<file path="src/rtl/cpu_pkg.sv">
// Shared encodings for the iterative divide unit: operation select, FSM states
// and small decode helpers used by both the datapath and its interface.
package cpu_pkg;

  typedef enum logic [1:0] {
    OP_DIV  = 2'b00,
    OP_DIVU = 2'b01,
    OP_REM  = 2'b10,
    OP_REMU = 2'b11
  } div_op_e;

  typedef enum logic [1:0] {
    S_IDLE = 2'b00,
    S_CALC = 2'b01,
    S_SIGN = 2'b10,
    S_DONE = 2'b11
  } div_state_e;

  function automatic logic op_is_signed(div_op_e op);
    return (op == OP_DIV) || (op == OP_REM);
  endfunction

  function automatic logic op_is_rem(div_op_e op);
    return (op == OP_REM) || (op == OP_REMU);
  endfunction

endpackage

</file>
<file path="src/rtl/div_sequencer_if.sv">
// Request/response bundle between the pipeline and the divide sequencer.
interface div_sequencer_if
  import cpu_pkg::*;
#(
  parameter int XLEN = 32
);
  logic            start;
  div_op_e         op;
  logic [XLEN-1:0] dividend;
  logic [XLEN-1:0] divisor;
  logic            flush;
  logic            stall;
  logic            busy;
  logic            valid;
  logic [XLEN-1:0] result;

  modport master (
    output start, op, dividend, divisor, flush,
    input  stall, busy, valid, result
  );

  modport slave (
    input  start, op, dividend, divisor, flush,
    output stall, busy, valid, result
  );
endinterface

</file>
<file path="src/rtl/div_step.sv">
// One restoring-division iteration: shift {rem,quo} left, trial-subtract the
// divisor and keep the difference when it does not go negative.
module div_step #(
  parameter int XLEN = 32
) (
  input  logic [XLEN-1:0] rem_in,
  input  logic [XLEN-1:0] quo_in,
  input  logic [XLEN-1:0] dvs,
  output logic [XLEN-1:0] rem_out,
  output logic [XLEN-1:0] quo_out
);
  logic [XLEN:0]   shifted_rem;
  logic [XLEN+1:0] diff;
  logic            neg;

  // Two guard bits: the shifted remainder needs XLEN+1, the borrow one more.
  assign shifted_rem = {rem_in, quo_in[XLEN-1]};
  assign diff        = {1'b0, shifted_rem} - {2'b00, dvs};
  assign neg         = diff[XLEN+1];

  assign rem_out = neg ? shifted_rem[XLEN-1:0] : diff[XLEN-1:0];
  assign quo_out = {quo_in[XLEN-2:0], ~neg};
endmodule

</file>
<file path="src/rtl/div_sequencer.sv">
// Multi-cycle RISC-V style divider: fast path for divide-by-zero and signed
// overflow, otherwise XLEN restoring steps followed by a sign-fixup cycle.
module div_sequencer
  import cpu_pkg::*;
#(
  parameter int XLEN = 32
) (
  input  logic            clk,
  input  logic            rst,
  div_sequencer_if.slave  bus
);
  localparam int CW = $clog2(XLEN);
  localparam logic [XLEN-1:0] MIN_NEG = {1'b1, {(XLEN-1){1'b0}}};

  div_state_e      state_q, state_d;
  logic [XLEN-1:0] rem_q, quo_q, dvs_q, result_q;
  logic [CW-1:0]   cnt_q;
  logic            is_rem_q, neg_q;

  logic            accept, sgn, div_zero, overflow, fast;
  logic [XLEN-1:0] fast_res, mag_a, mag_b, rem_n, quo_n, fix_val;

  assign accept   = (state_q == S_IDLE) && bus.start && !bus.flush;
  assign sgn      = op_is_signed(bus.op);
  assign div_zero = (bus.divisor == '0);
  assign overflow = sgn && (bus.dividend == MIN_NEG) && (bus.divisor == '1);
  assign fast     = div_zero || overflow;

  always_comb begin
    // NOTE: every output gets a default first so no path can infer a latch.
    fast_res = '0;
    if (div_zero)
      fast_res = op_is_rem(bus.op) ? bus.dividend : '1;
    else if (overflow)
      fast_res = op_is_rem(bus.op) ? '0 : MIN_NEG;
  end

  assign mag_a = (sgn && bus.dividend[XLEN-1]) ? (~bus.dividend + 1'b1) : bus.dividend;
  assign mag_b = (sgn && bus.divisor[XLEN-1])  ? (~bus.divisor  + 1'b1) : bus.divisor;

  div_step #(.XLEN(XLEN)) u_step (
    .rem_in  (rem_q),
    .quo_in  (quo_q),
    .dvs     (dvs_q),
    .rem_out (rem_n),
    .quo_out (quo_n)
  );

  always_comb begin
    fix_val = is_rem_q ? rem_q : quo_q;
    if (neg_q) fix_val = ~fix_val + 1'b1;
  end

  always_comb begin
    state_d = state_q;
    unique case (state_q)
      S_IDLE: if (accept) state_d = fast ? S_DONE : S_CALC;
      S_CALC: if (cnt_q == CW'(XLEN - 1)) state_d = S_SIGN;
      S_SIGN: state_d = S_DONE;
      S_DONE: state_d = S_IDLE;
      default: state_d = S_IDLE;
    endcase
    if (bus.flush) state_d = S_IDLE;
  end

  // NOTE: sequential state uses non-blocking assignments so every register
  // samples the pre-edge values regardless of statement order.
  always_ff @(posedge clk or posedge rst) begin
    if (rst) begin
      state_q  <= S_IDLE;
      rem_q    <= '0;
      quo_q    <= '0;
      dvs_q    <= '0;
      result_q <= '0;
      cnt_q    <= '0;
      is_rem_q <= 1'b0;
      neg_q    <= 1'b0;
    end else begin
      state_q <= state_d;
      unique case (state_q)
        S_IDLE: begin
          if (accept) begin
            if (fast) begin
              result_q <= fast_res;
            end else begin
              rem_q    <= '0;
              quo_q    <= mag_a;
              dvs_q    <= mag_b;
              cnt_q    <= '0;
              is_rem_q <= op_is_rem(bus.op);
              // Quotient sign follows both operands, remainder the dividend.
              neg_q    <= sgn && (op_is_rem(bus.op) ? bus.dividend[XLEN-1]
                                 : (bus.dividend[XLEN-1] ^ bus.divisor[XLEN-1]));
            end
          end
        end
        S_CALC: begin
          if (!bus.flush) begin
            rem_q <= rem_n;
            quo_q <= quo_n;
            cnt_q <= cnt_q + CW'(1);
          end
        end
        S_SIGN: if (!bus.flush) result_q <= fix_val;
        default: ;
      endcase
    end
  end

  assign bus.busy   = (state_q != S_IDLE);
  assign bus.valid  = (state_q == S_DONE) && !bus.flush;
  assign bus.stall  = accept || (state_q == S_CALC) || (state_q == S_SIGN);
  assign bus.result = result_q;

endmodule

</file>
<file path="src/flat_wrapper.sv">
// flat-port wrapper written by rule: the top's interface ports become plain ports
module div_sequencer_flat import cpu_pkg::*;
#(
  parameter int XLEN = 32
)
  (clk, rst, bus_start, bus_op, bus_dividend, bus_divisor, bus_flush, bus_stall, bus_busy, bus_valid, bus_result);
  div_sequencer_if #(.XLEN(XLEN)) bus_i ();
  input  logic clk;
  input  logic rst;
  input wire logic [$bits(bus_i.start)-1:0] bus_start;
  input wire logic [$bits(bus_i.op)-1:0] bus_op;
  input wire logic [$bits(bus_i.dividend)-1:0] bus_dividend;
  input wire logic [$bits(bus_i.divisor)-1:0] bus_divisor;
  input wire logic [$bits(bus_i.flush)-1:0] bus_flush;
  output wire logic [$bits(bus_i.stall)-1:0] bus_stall;
  output wire logic [$bits(bus_i.busy)-1:0] bus_busy;
  output wire logic [$bits(bus_i.valid)-1:0] bus_valid;
  output wire logic [$bits(bus_i.result)-1:0] bus_result;
  assign bus_i.start = bus_start;
  assign bus_i.op = bus_op;
  assign bus_i.dividend = bus_dividend;
  assign bus_i.divisor = bus_divisor;
  assign bus_i.flush = bus_flush;
  assign bus_stall = bus_i.stall;
  assign bus_busy = bus_i.busy;
  assign bus_valid = bus_i.valid;
  assign bus_result = bus_i.result;
  div_sequencer #(.XLEN(XLEN)) u_core (.clk(clk), .rst(rst), .bus(bus_i));
endmodule
</file>
<file path="config.mk">
export PLATFORM = sky130hd
export DESIGN_NAME = div_sequencer_flat
export DESIGN_NICKNAME = d
export VERILOG_FILES = /design/src/rtl/cpu_pkg.sv /design/src/rtl/div_sequencer_if.sv /design/src/rtl/div_step.sv /design/src/rtl/div_sequencer.sv /design/src/flat_wrapper.sv
export SDC_FILE = /design/constraint.sdc
export NUM_CORES = 1
export LEC_CHECK = 0
export CORE_UTILIZATION = 45
export CTS_CLUSTER_SIZE = 30
export DETAILED_ROUTE_END_ITERATION = 8
export MAX_ROUTING_LAYER = met4
export PLACE_DENSITY = 0.67
export SLEW_MARGIN = 20
export SYNTH_ARGS = -nofsm -noshare
export SYNTH_HDL_FRONTEND = slang
export SYNTH_HIERARCHICAL = 1
export SYNTH_SLANG_ARGS = --single-unit
</file>
<file path="constraint.sdc">
create_clock -name clk -period 5.1 [get_ports clk]
set_input_delay 1.02 -clock clk [delete_from_list [all_inputs] [get_ports clk]]
set_output_delay 1.02 -clock clk [all_outputs]
set_load 0.01 [all_outputs]
</file>
### Word-level counts from Yosys, hierarchy flattened

Index checks and enable logic that the tools add are counted.

| cells by class | value |
|---|---|
| reductions and logical operators | 24 |
| bitwise gates (word level) | 6 |
| multiplexer cells | 31 |
| $add $sub $neg | 5 |
| equal/unequal tests | 15 |

Operators by type and width:

| kind | number |
|---|---|
| two-way mux 32 bit | 18 |
| one-hot mux 32 bit (2 select lines) | 3 |
| adder 32 x 1 -> 32 bit (second input constant) | 3 |
| inverter 32 bit | 3 |
| equality test 32 bit (second input constant) | 2 |
| subtractor 33 x 32 -> 34 bit | 1 |
| logical NOT 32 bit | 1 |
| two-way mux 5 bit | 3 |
| one-hot mux 5 bit (2 select lines) | 1 |
| equality test 2 bit (second input constant) | 4 |
| logical AND 1 bit | 8 |
| two-way mux 2 bit | 4 |
| one-hot mux 2 bit (4 select lines) | 1 |
| AND reduction 4 bit | 2 |
| inequality test 2 bit (second input constant) | 3 |
| inequality test 3 x 2 -> 1 bit (second input constant) | 2 |
| nonzero test 2 bit | 3 |
| adder 5 x 1 -> 5 bit (second input constant) | 1 |
| equality test 5 bit (second input constant) | 1 |
| logical OR 1 bit | 5 |
| logical NOT 2 bit | 2 |
| inequality test 2 x 1 -> 1 bit (second input constant) | 2 |
| AND reduction 3 bit | 1 |
| equality test 2 x 1 -> 1 bit (second input constant) | 1 |
| other kinds (5) | 6 |

| word-level totals | value |
|---|---|
| output and inout bits | 35 |
| register bits | 137 |

### Logic depth before layout (Yosys ltp)

Gate-level depths: netlist of run 1.

| logic depth | value |
|---|---|
| word-level depth | 9 |
| mapped depth | 14 |
| gate-level depth less buffers | 13 |

### Hierarchy

Netlist of run 1, hierarchy kept.

Modules (own cells, without submodules):

| module | instances | area an instance (um^2) | cells an instance |
|---|---|---|---|
| div_sequencer | 1 | 8,813.5 | 1,062 |
| div_step | 1 | 2,662.6 | 404 |

### Least setup slack after synthesis of run 1

Ideal clock, no wire load.

| timing path | value |
|---|---|
| path kind | register to register |
| from | reg u_core.is_rem_q |
| to | reg u_core.result_q[30], in the netlist u_core/bus.result[30] |
| setup time | 128 ps |
| path buffers | 5 |
| slack | 1,250 ps |
| cell stages (with the launch flop) | 15 |
| arrival | 3,722 ps |
| path through | dfrtp_1 buf_4 clkbuf_1 clkbuf_1 buf_1 buf_2 mux2i_1 ha_1 nand2_1 nor4b_1 o211ai_1 o41ai_1 xnor2_1 a22oi_1 o21ai_0 |

| on the way | value |
|---|---|
| longest elaborated chain between the ends | 6 |

RTL lines:

| what | line | source |
|---|---|---|
| from (decl) | div_sequencer.sv:18 | `logic is_rem_q, neg_q;` |
| from (signal assigned) | div_sequencer.sv:90 | `is_rem_q <= op_is_rem(bus.op);` |
| two-way mux 32 bit * | div_sequencer.sv:50 | `fix_val = is_rem_q ? rem_q : quo_q;` |
| inverter 32 bit | div_sequencer.sv:51 | `if (neg_q) fix_val = ~fix_val + 1'b1;` |
| adder 32 x 1 -> 32 bit | div_sequencer.sv:51 |  |
| two-way mux 32 bit * | div_sequencer.sv:51 |  |
| two-way mux 32 bit * | div_sequencer.sv:104 | `S_SIGN: if (!bus.flush) result_q <= fix_val;` |
| one-hot mux 32 bit (2 select lines) * | div_sequencer.sv:80 | `unique case (state_q)` |
| to (signal assigned) | div_sequencer.sv:84 | `result_q <= fast_res;` |
| to (signal assigned) | div_sequencer.sv:104 |  |
| to (decl) | div_sequencer.sv:16 | `logic [XLEN-1:0] rem_q, quo_q, dvs_q, result_q;` |

Mark *: on every way between the ends. The rest lies on a longest branch, timed or not. The select of a mux whose other input is x is not followed.
A chain may end at the register's enable or synchronous reset.

### Worst setup path after layout of run 1

| timing path | value |
|---|---|
| from | in bus_divisor[20] |
| to | reg u_core.rem_q[25] |

| on the way | value |
|---|---|
| longest elaborated chain between the ends | 5 |

RTL lines:

| what | line | source |
|---|---|---|
| from (decl) | flat_wrapper.sv:13 | `input wire logic [$bits(bus_i.divisor)-1:0] bus_divisor;` |
| equality test 32 bit | div_sequencer.sv:26 | `assign overflow = sgn && (bus.dividend == MIN_NEG) && (bus.divisor == '1);` |
| logical AND 1 bit | div_sequencer.sv:26 |  |
| logical OR 1 bit * | div_sequencer.sv:27 | `assign fast = div_zero \|\| overflow;` |
| inequality test 2 bit (no source line) * | n/a |  |
| AND reduction 4 bit (no source line) * | n/a |  |
| to (signal assigned) | div_sequencer.sv:99 | `rem_q <= rem_n;` |
| to (decl) | div_sequencer.sv:16 |  |

Mark *: on every way between the ends. The rest lies on a longest branch, timed or not.

==> key figures, run 1 <==
Critical path
  – Worst setup EP type: flop
  – Startpoint Class: primary input
  – CP Class: primary input to flop
  – Critical Path AT: 4.29 ns
  – Crit path max fanout: 128
  – Critical Path RT: 5.38 ns

Timing
  – Hold_ws: ~0.48 ns
  – Max-slew violation count: 0
  – Worst Skew: 0.0174 ns
  – Tcrit/Tclk final: 78.6%
  – Setup violators final: 0
  – Slew @ Worst Pin: a little over 1 ns
  – Final setup TNS: 0 ns
  – Fmax: 0.250 GHz
  – Max transition margin: 31.9%
  – Fin crit period: 4.01 ns
  – RSZ-0062 raised after global routing: false
  – Setup ws final: 1.09 ns
  – Final Hold Fails: 0

Power and ir drop
  – Max IR drop VDD: 0.250 mV
  – Comb power frac: 57.8%
  – Clock Power Share: between 15 and 20%
  – P_leak: 5.49 nW
  – Internal power: roughly 4 mW
  – Switching power: 3.55 mW
  – PD cells: around 570 nW/µm²
  – Pwr Total: around 7.5 mW
  – Sw Ratio: 47.4%
  – Flop pwr share: 24.8%

Detailed routing
  – Initial drt markers: 726
  – Pre-Repair DR Iteration Count: 5
  – Routed wire length: approximately 33000 µm
  – Antenna-violating nets left: 0
  – Post-DR wirelength/cell: around 18 µm
  – Vias per std cell: around 5.8
  – Drt drc: 0
  – Vias: 10618

Floorplanning
  – Row Count: 58
  – Die span in x: 162 µm
  – Initial Util: 45.7%
  – DIE AREA: 26100 µm²
  – Core Area: 25100 µm²
  – Io pins: 105
  – Chip Height: roughly 160 µm

Finish
  – NumNets Final: between 1500 and 2000
  – Layout area overhead: 14.8%
  – Antenna diodes: 0
  – Layout cells sized above 1: 7.26%
  – Final Cell Area: approximately 13000 µm²
  – Layout Cells excl Fill: ~1800
  – Final core occ: 52.5%

Clock tree
  – Sink Count: approximately 140
  – Clock-pin slew on the worst setup and hold paths: around 0.060 ns
  – Root Driver: clkbuf_16
  – CTS buffer count: 17
  – Worst skew pair latency: 0.43 ns
  – CTS resizes: 0
  – Post-CTS Setup Inserts: 0
  – CTS Hold Bufs: 0
  – CTS max path bufs: 2
  – Htree depth: 4
  – CTS tree: done

Synth
  – Synth Area per Inst: ~7.8 µm²
  – Synth Net Count: 1580
  – Cells after Synth: 1466
  – Yosys cell types: 83
  – Yosys warns: 6
  – Cell Area, Synth: 11500 µm²
  – Ys flop type: dfrtp_1
  – #FFs+latches synth: 137
  – Post-synth EDFFs: 0
  – Seq/Total Area, Yosys: between 20% and 30%
  – Ys async rst share: 100%

Place
  – Routability cong.: 0.942
  – Inst Count DP: 1813
  – Place WS: 0.682 ns
  – Number of port buffers: between 100 and 150
  – DP Area: between 10000 and 15000 µm²
  – DP HPWL: roughly 25000 µm

Global routing
  – Initial antenna violation count: 0
  – Vias in the first global route: roughly 9800
  – First-pass GRT wire length: 52000 µm
  – Total GRT Usage: 26.0%
  – Pin count of the biggest net entering global routing: roughly 130
  – Remaining global-route overflow: 0

Outcome
  – Status: complete, no violations

Min path
  – Min-delay worst type: flop to flop

Flow run
  – Max Cap Viol: 0
## state kept, by name, summed over array words and instances (netlist names)
signal,count
u_core/bus.result,32
u_core/dvs_q,32
u_core/quo_q,32
u_core/rem_q,32
u_core/cnt_q,5
u_core/state_q,2
u_core/is_rem_q,1
u_core/neg_q,1
## worst max-delay path, stage by stage
cell and delay (ns):
clkdlybuf4s50_1 0.50, or4_1 0.62, nor4_1 0.39, nand4_1 0.38
o32a_1 0.38, a21oi_4 0.34, buf_12 0.41, o21ai_0 0.18
## logic make-up after synthesis
kind of cell,Yosys count,synth area share (%)
buffers and inverters,169,7.17
AND/OR/NAND/NOR,518,21.6
XOR/XNOR,108,8.24
adder cells (fa/ha/maj),44,4.86
AO/OA/AOI/OAI,437,23.5
flip-flops,137,29.9
multiplexers,53,4.81
## layer usage
layer | GRT usage, % | up-vias | wire [µm]
met4 | 8.53 | 0 | 762
met3 | 3.80 | 45 | 1540
met2 | 41.2 | 292 | 15600
li1 | - | 5259 | -
met1 | 34.1 | 5022 | 14900
met5 | - | - | 0
## cells in the final DEF (no fill, tap or decap), types with 5 or more instances in the layout
cell type,instances
nand2_1,245
o21ai_0,178
dfrtp_1,136
clkdlybuf4s50_1,104
nor2_1,86
a21oi_1,83
xnor2_1,58
inv_1,57
xor2_1,50
mux2i_1,42
ha_1,42
nand2b_1,34
a22oi_1,24
nor3_1,22
o31ai_1,21
nand3_1,20
buf_4,20
a21o_1,18
clkbuf_16,17
o21ai_1,16
nand4_1,15
or4_1,15
a31oi_1,13
nor4_1,11
o211ai_1,11
o41ai_1,10
or3_1,9
nor2b_1,8
mux2_2,8
and3_1,8
a211oi_1,6
or2_2,6
or4b_2,6
inv_6,5
nor3b_1,5
o22ai_1,5
## worst paths after layout
path / from / end / slack [ns] / cells past startpoint
hold reg to reg: u_core/dvs_q[17] / u_core/dvs_q[17] / 0.48 / 2
max in group asynchronous: rst / u_core/rem_q[19] / 3.02 / 3
setup reg to reg: u_core/is_rem_q / u_core/bus.result[31] / 1.38 / 8
min in group asynchronous: rst / u_core/bus.result[3] / 1.13 / 2
setup / recovery: bus_divisor[20] / u_core/rem_q[25] / 1.09 / 8
hold / removal: u_core/dvs_q[17] / u_core/dvs_q[17] / 0.48 / 2
## power groups by stage
stage	sequential, mW	combinational (mW)	clock [mW]
floorplan	1.71	3.44	0
global placement	1.86	4.22	0
detailed placement	1.87	4.27	0
CTS	1.85	4.29	1.33
global route	1.91	4.78	1.37
finish	1.85	4.33	1.30
## synth_stat cells (9+ instances only)
cell	n	area, µm²
nand2_1	246	923
o21ai_0	178	891
dfrtp_1	137	3430
nor2_1	87	327
a21oi_1	84	420
inv_1	58	218
xnor2_1	58	508
xor2_1	50	438
clkbuf_1	44	165
ha_1	43	538
mux2i_1	42	420
buf_4	38	285
nand2b_1	34	213
a22oi_1	24	180
nor3_1	22	110
o31ai_1	21	158
nand3_1	20	100
buf_2	19	95.1
a21o_1	18	135
o21ai_1	16	80.1
nand4_1	15	93.8
or4_1	15	113
a31oi_1	13	81.3
nor4_1	11	68.8
o211ai_1	11	82.6
o41ai_1	10	87.6
or3_1	9	56.3
## area by class of cell
cell class                      instances  area [µm²]
Clock buffer                           19         443
Sequential cell                       137        3430
Timing Repair Buffer                  126        1240
Multi-Input combinational cell       1160        7250
Tap cell                              330         413
Inverter                               61         234
Fill cell                            2477       11900
Clock inverter                         13         168
Power figures use the tool's default switching activity.
==> run 2: changes to the inputs <==
clock period = 3.95 ns   (was 5.1 ns; I/O delays follow)
==> key figures, run 2 (synthesis results as in run 1) <==
Outcome
  – Status: complete, no violations

Timing
  – Max transition margin: 43.3%
  – Final setup TNS: 0 ns
  – Fmax: 0.286 GHz
  – Setup ws final: 0.448 ns
  – Fin crit period: 3.50 ns
  – Tcrit/Tclk final: 88.6%
  – Slew @ Worst Pin: 0.850 ns
  – Max-slew violation count: 0
  – Final Hold Fails: 0
  – RSZ-0062 raised after global routing: false
  – Setup violators final: 0
  – Worst Skew: approximately 0.012 ns

Min path
  – Sink of the worst hold path: u_core/dvs_q[27]
  – Hold path depth: 2
  – Origin of the worst min-delay path: u_core/dvs_q[27]
  – Min-delay worst type: flop to flop

Power and ir drop
  – P_leak: ~5.6 nW
  – PD cells: 727 nW/µm²
  – Max IR drop VDD: 0.438 mV

Detailed routing
  – Drt drc: 0
  – Post-DR wirelength/cell: roughly 18 µm
  – Vias per std cell: 5.72
  – Vias: 10663
  – Initial drt markers: 737
  – Routed wire length: 32900 µm
  – Pre-Repair DR Iteration Count: 5
  – Antenna-violating nets left: 0

Finish
  – Final Cell Area: 13400 µm²
  – Layout cells sized above 1: 8.47%
  – Commonest non-fill, non-tap cells in the layout: nand2_1 (245), o21ai_0 (178), dfrtp_1 (136)
  – Final core occ: 53.3%
  – Antenna diodes: 0
  – Layout area overhead: 16.6%
  – Commonest non-fill, non-tap cell in the layout: nand2_1
  – Layout Cells excl Fill: 1865
  – NumNets Final: 1636

Critical path
  – Crit-path max cell delay: 0.60 ns
  – Reg-to-Reg Start: u_core/is_rem_q
  – Reg-to-reg slack, setup: 0.52 ns
  – CP Buf/Inv Count: 2
  – Top delay family on crit path: simple AND/OR/NAND/NOR gates
  – Crit path depth: 8
  – Reg2Reg Depth: 8
  – Worst setup path start: bus_divisor[21]
  – Critical Path AT: roughly 3.8 ns
  – CP cell instances: clkdlybuf4s50_1 > or4_1 > nor4_1 > nand4_1 > o32a_1 > a21oi_4 > buf_12 > o21ai_0
  – Slowest CP cell: or4_1
  – Critical Path RT: 4.24 ns
  – R2r endpoint: u_core/bus.result[31]
  – Startpoint Class: primary input
  – Worst setup EP type: flop
  – Crit path max fanout: 128
  – CP Class: primary input to flop

Clock tree
  – Sink Count: about 140
  – Post-CTS Setup Inserts: 0
  – Htree depth: 4
  – Worst skew pair latency: roughly 0.43 ns
  – CTS Hold Bufs: 0
  – Root Driver: clkbuf_16
  – CTS max path bufs: 2
  – Clock-pin slew on the worst setup and hold paths: 0.07 ns
  – CTS buffer count: 17
  – CTS tree: done
  – CTS resizes: 0

Place
  – Inst Count DP: 1832
  – Place WS: -0.0204 ns
  – DP Area: roughly 13000 µm²
  – Number of port buffers: 104
  – DP HPWL: 25300 µm
  – Routability cong.: 0.950

Global routing
  – Remaining global-route overflow: 0
  – Vias in the first global route: between 9000 and 10000
  – First-pass GRT wire length: 53200 µm
  – Pin count of the biggest net entering global routing: 129
  – Initial antenna violation count: 0
  – Total GRT Usage: 26.5%

Floorplanning
  – Io pins: 105
  – Core Area: approximately 25000 µm²
  – Chip Height: 162 µm
  – Row Count: just under 60
  – Die span in x: about 160 µm
  – DIE AREA: 26100 µm²
  – Initial Util: 45.7%

Flow run
  – Max Cap Viol: 0
[run 2: cell types whose count changed in the layout (fill, tap and decap cells not counted)]
cell and delta:
clkbuf_8 +1, clkinv_2 -2, clkbuf_1 -1, clkinvlp_4 -1, clkinv_4 +2, inv_6 +2, buf_12 +5, bufinv_16 -1
buf_4 +14
[run 2: stage by stage]
stage	total power, mW	hold slack, ns
final	9.72	0.476
after global routing	10.5	0.508
after CTS	9.70	0.485
after detailed placement	7.99	0.471
after global placement	7.93	0.464
after floorplan	6.66	0.450
[run 2: final cells by class]
cell class | count | area [µm²]
Tap cell | 330 | 413
Multi-Input combinational cell | 1160 | 7250
Sequential cell | 137 | 3430
Timing Repair Buffer | 145 | 1440
Fill cell | 2475 | 11700
Inverter | 61 | 233
Clock inverter | 13 | 156
Clock buffer | 19 | 453
[run 2: worst max-delay path by stage]
stage,slack (ns),end
floorplan,0.10,u_core/bus.result[30]
CTS,0.44,u_core/quo_q[5]
detailed placement,-0.02,u_core/quo_q[5]
global placement,0.07,u_core/bus.result[17]
global route,0.23,u_core/rem_q[0]
finish,0.45,u_core/quo_q[5]
[run 2: where the power goes]
| part | leakage (nW) | switching (mW) | internal, mW |
|---|---|---|---|
| combinational | 3.50 | 3.38 | 2.26 |
| clock | 0.300 | 0.688 | 0.982 |
| sequential | 1.81 | 0.546 | 1.86 |
| total | 5.60 | 4.62 | 5.10 |
[run 2: metal layers]
| layer | GRT usage [%] | up-vias | part of all wire [%] |
|---|---|---|---|
| met5 | - | - | 0 |
| met4 | 7.33 | 0 | 1.9 |
| met3 | 3.47 | 27 | 4.5 |
| met2 | 41.7 | 246 | 47 |
| met1 | 35.9 | 5096 | 46 |
| li1 | - | 5294 | - |
[run 2: tightest hold or removal path: cells and delay by family (launching register included)]
family | cells | cell delay (ns)
and+or+nand+nor | 1 | 0.04
DFF | 1 | 0.34
AOI/OAI and AO/OA | 1 | 0.05
